**config.mk**
```make
export PLATFORM = sky130hd
export DESIGN_NAME = tiny_cpu_core_p
export DESIGN_NICKNAME = d
export VERILOG_FILES = /design/src/rtl/tiny_cpu_core_p.sv
export SDC_FILE = /design/constraint.sdc
export NUM_CORES = 1
export LEC_CHECK = 0
export ABC_AREA = 0
export CAP_MARGIN = 20
export CORE_UTILIZATION = 57
export DETAILED_ROUTE_END_ITERATION = 8
export DONT_BUFFER_PORTS = 1
export GPL_TIMING_DRIVEN = 0
export PLACE_DENSITY_LB_ADDON = 0.15
export SETUP_SLACK_MARGIN = 0.2
export SLEW_MARGIN = 20
export SYNTH_ARGS = -nofsm -noshare
export SYNTH_HDL_FRONTEND = slang
export SYNTH_SLANG_ARGS = --single-unit
```
**constraint.sdc**
```tcl
create_clock -name clk -period 3.1 [get_ports clk]
set_input_delay 0.62 -clock clk [delete_from_list [all_inputs] [get_ports clk]]
set_output_delay 0.62 -clock clk [all_outputs]
set_load 0.02 [all_outputs]
```
**src/rtl/tiny_cpu_core_p.sv**
```systemverilog
// ============================================================================
// Module   : tiny_cpu_core_p
// Brief    : Harvard multi-cycle CPU with a loadable 16-bit imem, DATA_W dmem,
//            a ready/valid output port and HALT. Optional MUL: TINY_CPU_MUL_EN.
// Revision : 1.0 - initial release
// ============================================================================
`default_nettype none

module tiny_cpu_core_p #(
    parameter int DATA_W  = 8,
    parameter int REG_CNT = 4,
    parameter int IMEM_AW = 5,
    parameter int DMEM_AW = 4
) (
    input  logic               clk,
    input  logic               reset,
    input  logic               start,
    input  logic               prog_we,
    input  logic [IMEM_AW-1:0] prog_addr,
    input  logic [15:0]        prog_data,
    output logic [DATA_W-1:0]  out_data,
    output logic               out_valid,
    input  logic               out_ready,
    output logic               busy,
    output logic               halted,
    output logic [IMEM_AW-1:0] pc
);

    localparam int RIW    = $clog2(REG_CNT);
    localparam int IDEPTH = 1 << IMEM_AW;
    localparam int DDEPTH = 1 << DMEM_AW;

    typedef enum logic [2:0] {
        S_IDLE     = 3'd0,
        S_FETCH    = 3'd1,
        S_EXEC     = 3'd2,
        S_OUT_WAIT = 3'd3,
        S_HALTED   = 3'd4
    } state_t;

    state_t             state_q;
    logic [IMEM_AW-1:0] pc_q;
    logic [15:0]        ir_q;
    logic [DATA_W-1:0]  regs_q [REG_CNT];
    logic [DATA_W-1:0]  out_data_q;
    logic               out_valid_q;
    logic               busy_q;
    logic               halted_q;

    logic [15:0]        imem_q [IDEPTH];
    logic [DATA_W-1:0]  dmem_q [DDEPTH];

    logic [3:0]         w_op;
    logic [RIW-1:0]     w_ra_idx;
    logic [RIW-1:0]     w_rb_idx;
    logic [DATA_W-1:0]  w_ra;
    logic [DATA_W-1:0]  w_rb;
    logic [DATA_W-1:0]  w_imm;
    logic [IMEM_AW-1:0] w_jmp;
    logic [IMEM_AW-1:0] w_pc_inc;
    logic [DMEM_AW-1:0] w_daddr;
    logic               w_prog_ok;
    logic [DATA_W-1:0]  res_d;
    logic               we_d;
    logic               taken_d;

    // Size casts both truncate (index bits above log2(REG_CNT), jump/dmem
    // addresses) and zero-extend (immediate for wide data paths).
    assign w_op      = ir_q[15:12];
    assign w_ra_idx  = RIW'(ir_q[11:8]);
    assign w_rb_idx  = RIW'(ir_q[7:4]);
    assign w_ra      = regs_q[w_ra_idx];
    assign w_rb      = regs_q[w_rb_idx];
    assign w_imm     = DATA_W'(ir_q[7:0]);
    assign w_jmp     = IMEM_AW'(ir_q[7:0]);
    assign w_daddr   = DMEM_AW'(ir_q[7:0]);
    assign w_pc_inc  = pc_q + IMEM_AW'(1);
    assign w_prog_ok = (state_q == S_IDLE) || (state_q == S_HALTED);

    always_comb begin
        res_d   = w_ra;
        we_d    = 1'b0;
        taken_d = 1'b0;
        case (w_op)
            4'h1: begin res_d = w_imm;            we_d = 1'b1; end
            4'h2: begin res_d = dmem_q[w_daddr];  we_d = 1'b1; end
            4'h4: begin res_d = w_ra + w_rb;      we_d = 1'b1; end
            4'h5: begin res_d = w_ra - w_rb;      we_d = 1'b1; end
            4'h6: begin res_d = w_ra & w_rb;      we_d = 1'b1; end
            4'h7: begin res_d = w_ra ^ w_rb;      we_d = 1'b1; end
            4'h8: begin res_d = w_ra | w_rb;      we_d = 1'b1; end
            4'h9: begin res_d = w_ra << 1;        we_d = 1'b1; end
            4'hA: taken_d = (w_ra == '0);
            4'hB: taken_d = (w_ra != '0);
            4'hC: taken_d = 1'b1;
`ifdef TINY_CPU_MUL_EN
            4'hF: begin res_d = w_ra * w_rb;      we_d = 1'b1; end
`endif
            default: ;
        endcase
    end

    // Memories carry no reset so they map onto plain RAM.
    always_ff @(posedge clk) begin
        if (prog_we && w_prog_ok)
            imem_q[prog_addr] <= prog_data;
    end

    always_ff @(posedge clk) begin
        if (state_q == S_EXEC && w_op == 4'h3)
            dmem_q[w_daddr] <= w_ra;
    end

    always_ff @(posedge clk or posedge reset) begin
        if (reset) begin
            state_q     <= S_IDLE;
            pc_q        <= '0;
            ir_q        <= '0;
            out_data_q  <= '0;
            out_valid_q <= 1'b0;
            busy_q      <= 1'b0;
            halted_q    <= 1'b0;
            for (int i = 0; i < REG_CNT; i++)
                regs_q[i] <= '0;
        end else begin
            case (state_q)
                S_IDLE, S_HALTED: begin
                    if (start) begin
                        state_q  <= S_FETCH;
                        pc_q     <= '0;
                        busy_q   <= 1'b1;
                        halted_q <= 1'b0;
                    end
                end
                S_FETCH: begin
                    ir_q    <= imem_q[pc_q];
                    state_q <= S_EXEC;
                end
                S_EXEC: begin
                    if (we_d)
                        regs_q[w_ra_idx] <= res_d;
                    if (w_op == 4'hD) begin
                        out_data_q  <= w_ra;
                        out_valid_q <= 1'b1;
                        state_q     <= S_OUT_WAIT;
                    end else if (w_op == 4'hE) begin
                        state_q  <= S_HALTED;
                        busy_q   <= 1'b0;
                        halted_q <= 1'b1;
                    end else begin
                        pc_q    <= taken_d ? w_jmp : w_pc_inc;
                        state_q <= S_FETCH;
                    end
                end
                S_OUT_WAIT: begin
                    if (out_ready) begin
                        out_valid_q <= 1'b0;
                        pc_q        <= w_pc_inc;
                        state_q     <= S_FETCH;
                    end
                end
                default: begin
                    state_q  <= S_IDLE;
                    busy_q   <= 1'b0;
                    halted_q <= 1'b0;
                end
            endcase
        end
    end

    assign out_data  = out_data_q;
    assign out_valid = out_valid_q;
    assign busy      = busy_q;
    assign halted    = halted_q;
    assign pc        = pc_q;

endmodule

`default_nettype wire

```
# --- Yosys cells after proc, flatten, opt, wreduce, memory -nomap -nowiden ---
# Memory sizes are Yosys's and may differ from the RTL's. A register that Yosys moved wholly into a read port is not among the register bits.
# Cells that the tools add are included.
op_classes:
  order_cmp: 3
  eq_ne: 24
  reduce_logical: 18
  addsub: 3
  n_mux: 38
  n_bitwise: 6
ops:
  columns: ["cell", "count"]
  rows:
  - ["case mux 8 bit (8 select lines)", 1]
  - ["two-way mux 8 bit", 5]
  - ["binary-select mux 8 bit (select 2 bit)", 2]
  - ["bitwise mux 32 bit", 1]
  - ["equality test 4 bit, second input constant", 7]
  - ["two-way mux 5 bit", 5]
  - ["demux 8 bit (select 2 bit)", 1]
  - ["equality test 4 x 3 -> 1 bit, second input constant", 4]
  - ["case mux 5 bit (3 select lines)", 1]
  - ["two-way mux 1 bit", 13]
  - ["two-way mux 3 bit", 4]
  - ["case mux 3 bit (4 select lines)", 1]
  - ["case mux 1 bit (3 select lines)", 3]
  - ["adder 8 bit", 1]
  - ["bitwise AND 8 bit", 1]
  - ["equality test 4 x 2 -> 1 bit, second input constant", 2]
  - ["zero test 8 bit", 1]
  - ["inequality test 2 bit, second input constant", 4]
  - ["OR 8 bit", 1]
  - ["nonzero test 8 bit", 1]
  - ["OR reduction 8 bit", 1]
  - ["subtractor 8 bit", 1]
  - ["XOR 8 bit", 1]
  - ["equality test 3 x 2 -> 1 bit, second input constant", 2]
  - ["other kinds (20)", 28]
totals:
  mem_bits_rw: 640
  mem_count: 2
  output_inout_bits: 16
  input_bits: 26
  ff_bits: 51
  word_cells: 104
mem_list:
  columns: ["memory", "words", "word_bits", "rd", "rd_ports_with_merged_regs", "write_ports", "line_no", "rtl"]
  rows:
  - ["imem_q", 32, 16, 1, 1, 1, "50", "logic [15:0] imem_q [IDEPTH];"]
  - ["dmem_q", 16, 8, 1, 0, 1, "51", "logic [DATA_W-1:0] dmem_q [DDEPTH];"]

# --- Longest topological paths before layout ---
# Gate-level depths: netlist of the first run.
logic_depth:
  ltp_word: 10
  ltp_mapped: 14
  depth_no_buf: 13

# --- Least setup slack after synthesis of the first run ---
# No wires, ideal clock.
synth_timing:
  kind: "register -> register"
  startpoint: "register ir_q[5] (read register of imem_q)"
  endpoint: "register regs_q[31] (netlist name)"
  setup_time_ns: 0.142
  t_required_ns: 2.958
  arrival_ns: 3.248
  synth_period_minus_slack_ns: 3.391
  stages_incl_launch_ff: 14
  path_buffers: 1
  slack_ns: -0.291
  cell_sequence: "dfrtp_1 -> buf_2 -> mux4_2 -> inv_1 -> ha_1 -> nand2_1 -> o41ai_1 -> xnor2_1 -> ha_1 -> or3_1 -> o32ai_1 -> xnor3_1 -> a21oi_1 -> a21oi_1"
synth_via:
  elab_chain_cells: 7
  word_cells_on_any_way: 11
  cone_classes: "2 x add/sub; 5 x mux; 4 x bitwise"
synth_lines:
  columns: ["item", "line_no", "rtl"]
  rows:
  - ["start: declaration", "43", "logic [15:0] ir_q;"]
  - ["NOT 2 -> 3 bit (not written as such) (*)", "73", "assign w_rb = regs_q[w_rb_idx];"]
  - ["binary-select mux 8 bit (select 2 bit) (*)", "73", null]
  - ["two-way mux 8 bit (not written as such) (*) (2 in a row)", "73", null]
  - ["subtractor 8 bit, or another cell as far along", "88", "4'h5: begin res_d = w_ra - w_rb; we_d = 1'b1; end"]
  - ["case mux 8 bit (8 select lines) (*)", "84", "case (w_op)"]
  - ["bitwise mux 32 bit (*)", "141", "regs_q[w_ra_idx] <= res_d;"]
  - ["end signal: indexed assignment", "141", null]
  - ["end: declaration", "44", "logic [DATA_W-1:0] regs_q [REG_CNT];"]
# Every way passes the cells marked *; elsewhere a longest branch is shown, timed or not. The select of a mux whose other input is x is not followed.
# A chain may end at the register's enable or synchronous reset.

# --- Worst setup path in the final report of the first run ---
layout_timing:
  startpoint: "register ir_q[12] (read register of imem_q)"
  endpoint: "register regs_q[7] (netlist name)"
layout_via:
  elab_chain_cells: 4
  word_cells_on_any_way: 13
  cone_classes: "8 x eq/ne; 3 x mux; 2 x reduce/logical"
layout_lines:
  columns: ["item", "line_no"]
  rows:
  - ["equality test 4 bit, or another cell as far along", "84"]
  - ["OR reduction 8 bit (no line)", null]
  - ["two-way mux 1 bit", "84"]
  - ["AND reduction 2 bit (no line)", null]
# Several ways; a longest one is shown, not always the timed one.

==> flow_metrics.py, run 1 <==
metrics = {
    "outcome": {
        "outcome": "complete, but fails checks",
        "violations": "setup timing",
    },
    "setup_path": {
        "worstPathMaxFanout": 10,
        "path_buf_inv": 3,
        "arrival_ns": 3.79,
        "crit_path_end_kind": "flop",
        "path_cells": "buf_6, clkbuf_1, buf_2, nand2_1, o21ai_1, xnor2_1, ha_1, o21a_1, o21a_1, o32ai_4, xnor3_1, a21oi_4, o21ai_1",
        "r2r_slack_ns": -0.23,
        "crit_start": "ir_q[12]$_DFFE_PP0P_",
        "cp_slowest_stage_delay_ns": 0.43,
        "critPathKind": "flop to flop",
        "worst_setup_path_start_kind": "flop",
        "path_delay_family": "compound AO/OA/AOI/OAI gates",
        "crit_path_top_delay_cell": "clkbuf_1",
        "crit_required_ns": 3.56,
        "reg2reg_from": "ir_q[12]$_DFFE_PP0P_",
    },
    "synthesis": {
        "synth_common_cells": "576 x edfxtp_1, 192 x mux4_2, 85 x nor2_1, 65 x dfrtp_1, 47 x nand2_1",
        "synth-simple-area-share_pct": 3.73,
        "synthMuxAreaShare_pct": 18.5,
        "synth-seq-cells": 641,
        "avgSynthCellArea_sq_um": 19.7,
        "ys_top_cells_by_area": "edfxtp_1 65%, mux4_2 16%, dfrtp_1 6.1%",
        "ys_types": 68,
        "synth-adder-area-share_pct": 1.25,
        "synth.cell_area_sq_um": 26500,
        "ys_seq_area_share_pct": 71.3,
        "synth_top_area_cell": "edfxtp_1",
        "synth_xor_xnor_area_share_pct": 0.514,
        "yosysTopAreaCellShare_pct": 65.2,
        "synthesis.instances": 1346,
        "ys_warn_count": 0,
        "synth_edf_count": 576,
        "synth_nets": 1398,
        "async_flop_share_pct": 10.1,
        "synth_top_family_by_area": "multiplexers",
        "yosysMostFrequentCell": "edfxtp_1",
        "synth_compound_area_share_pct": 2.90,
        "synth_ff_type": "edfxtp_1",
    },
    "sta": {
        "slew_headroom_pct": 29.2,
        "setup_viol": 18,
        "tightest_slew_ns": 1.06,
        "setup_tns_ns": -1.94,
        "layout_setup_ws_ns": -0.227,
        "fin_crit_sh_pct": 107,
        "clock.fmax_ghz": 0.301,
        "grt_setup_unrepaired": "yes",
        "finClkSkew_ns": 0.0344,
        "slew_violations": 0,
        "period_needed_ns": 3.33,
        "hold_viol": 0,
    },
    "flow_run": {
        "drv_cap": 0,
    },
    "layout": {
        "area_growth_pct": 17.3,
        "design_area_sq_um": 31100,
        "drive_gt1_share_pct": 35.8,
        "final_nets": 1554,
    },
    "global_routing": {
        "antenna_found_initial": 2,
        "grt_overflow": 0,
        "grt_max_degree": 36,
        "grt_pass1_vias": 14400,
        "grtUsageTotal_pct": 30.2,
        "grt_pass1_wl_um": 99300,
    },
    "detailed_routing": {
        "dr.pass1.iters": 5,
        "drt-met1-wl_um": 25100,
        "dr_wl_met2_um": 33900,
        "drt_wl_total_um": 68700,
        "drc": 0,
        "postRouteAntennaNets": 0,
        "via_per_inst": 6.60,
        "wl_met3_um": 4950,
        "drtIter0Drc": 1478,
        "vias": 14200,
        "top_layer": "met5",
        "routedWlPerCell_um": 31.9,
    },
    "hold_path": {
        "min-delay-start": "prog_data[9]",
        "hold_path_class": "primary input to flop",
    },
    "pwr": {
        "powerDensity_nw_per_um2": 992,
        "ir_drop_v": 0.00114,
        "p_leak_nw": 10.2,
    },
    "placement": {
        "placed_area_sq_um": 27600,
        "hpwl_um": 40200,
        "gp_congestion": 0.879,
        "port_buffers": 0,
        "pre_cts_ws_ns": -0.796,
    },
    "die": {
        "num_io_pins": 42,
        "fp-row-count": 78,
        "die_x_um": 218,
        "die_area_sq_um": 47400,
        "chipHeight_um": 218,
        "core-area_sq_um": 45700,
        "start_util_pct": 58.1,
    },
    "clock_network": {
        "clock_sinks": 641,
        "cts_root_buf": "clkbuf_16",
        "insertion_delay_ns": 0.62,
        "numCtsBuffers": 67,
        "clock_path_buffers": 3,
        "cts_max_level": 3,
        "cts.clk_slew.worst_paths_ns": 0.06,
        "cts_tree": "built",
    },
}
==> cell usage in the layout (no fill, tap or decap), types with 5 or more instances in the layout <==
cell / instances
o21a_1: 5
buf_4: 52
mux2_2: 20
xnor2_1: 11
edfxtp_1: 576
nor2_2: 29
clkbuf_2: 17
dfrtp_2: 11
inv_1: 22
clkinv_2: 6
buf_8: 5
mux2i_1: 14
clkbuf_8: 8
clkbuf_1: 32
buf_2: 9
nand3_1: 13
nand2_1: 46
nand3b_1: 6
buf_6: 31
nor2_4: 18
o21ai_0: 15
mux4_2: 195
dfrtp_1: 54
nor3_1: 9
clkbuf_16: 71
o21ai_1: 12
mux4_1: 8
ha_1: 21
a21oi_1: 31
clkinv_1: 18
mux2_4: 8
buf_12: 7
clkbuf_4: 8
nor2_1: 38
nor3_4: 6
==> metrics by stage <==
step	hold WS (ns)	utilization (%)	instances	total power [mW]
after floorplan	0.458	-	1346	17.7
after global placement	0.474	59.9	1946	20.4
after detailed placement	0.490	60.5	1960	20.6
after CTS	0.0865	67.4	2139	30.2
after global routing	0.0864	68.1	2156	31.9
final	0.112	68.1	2157	30.9
==> worst paths after layout <==
kind | to | cells past startpoint
min in group asynchronous | pc[2]$_DFFE_PP0P_ | 2
worst max register to register | regs_q[7]$_DFFE_PP0P_ | 13
worst min register to register | ir_q[7]$_DFFE_PP0P_ | 2
worst min-delay path | imem_q[20][9]$_DFFE_PP_ | 0
max in group asynchronous | regs_q[9]$_DFFE_PP0P_ | 3
worst max-delay path | regs_q[7]$_DFFE_PP0P_ | 13
==> sequential cells by signal, summed over array words and instances (netlist names) <==
signal	cells
imem_q	448
dmem_q	128
regs_q	32
ir_q	14
out_data	8
pc	5
state_q	3
busy	1
halted	1
out_valid	1
==> area by class of cell <==
class | instances | area, sq um
diodes | 1 | 2.50
plain buffers | 74 | 542
clock buffers | 92 | 1900
clock inverters | 31 | 198
fillers | 2918 | 14500
inverters | 27 | 104
multi-input cells | 612 | 7940
flip-flops and latches | 641 | 18900
well taps | 600 | 751
repair buffers | 79 | 753
==> where the power goes <==
group / switching, mW / internal, mW / total, mW
logic: 6.76 / 5.61 / 12.4
registers: 0.658 / 10.2 / 10.9
clock network: 3.29 / 4.39 / 7.67
==> repair_timing <==
item                       in CTS  in global routing
hold endpoints to repair       30                  0
pin swaps                      32                 27
gates resized for setup       176                 48
gates cloned                    8                  0
setup endpoints to repair     495                243
hold buffers                    1                  0
setup buffers                  47                 17
==> layer usage <==
metal / up-vias / global-route usage [%]
li1: 5911 / -
met1: 7460 / 38.0
met2: 676 / 48.9
met3: 185 / 6.42
met4: 2 / 17.8
met5: - / 0
==> cell families after synthesis <==
group	count (synthesis)
muxes	242
xor gates and xnor gates	14
buffers and inverters	101
and+or+nand+nor	205
adders and majority gates	26
DFF	641
AOI/OAI and AO/OA	117
(Power assumes the default switching activity.)
==> run 2, diff against run 1 <==
Settings changed: CTS_CLUSTER_SIZE from default to 24.
==> results of run 2 <==
Final layout, timing and power as in run 1 (identical DEF).
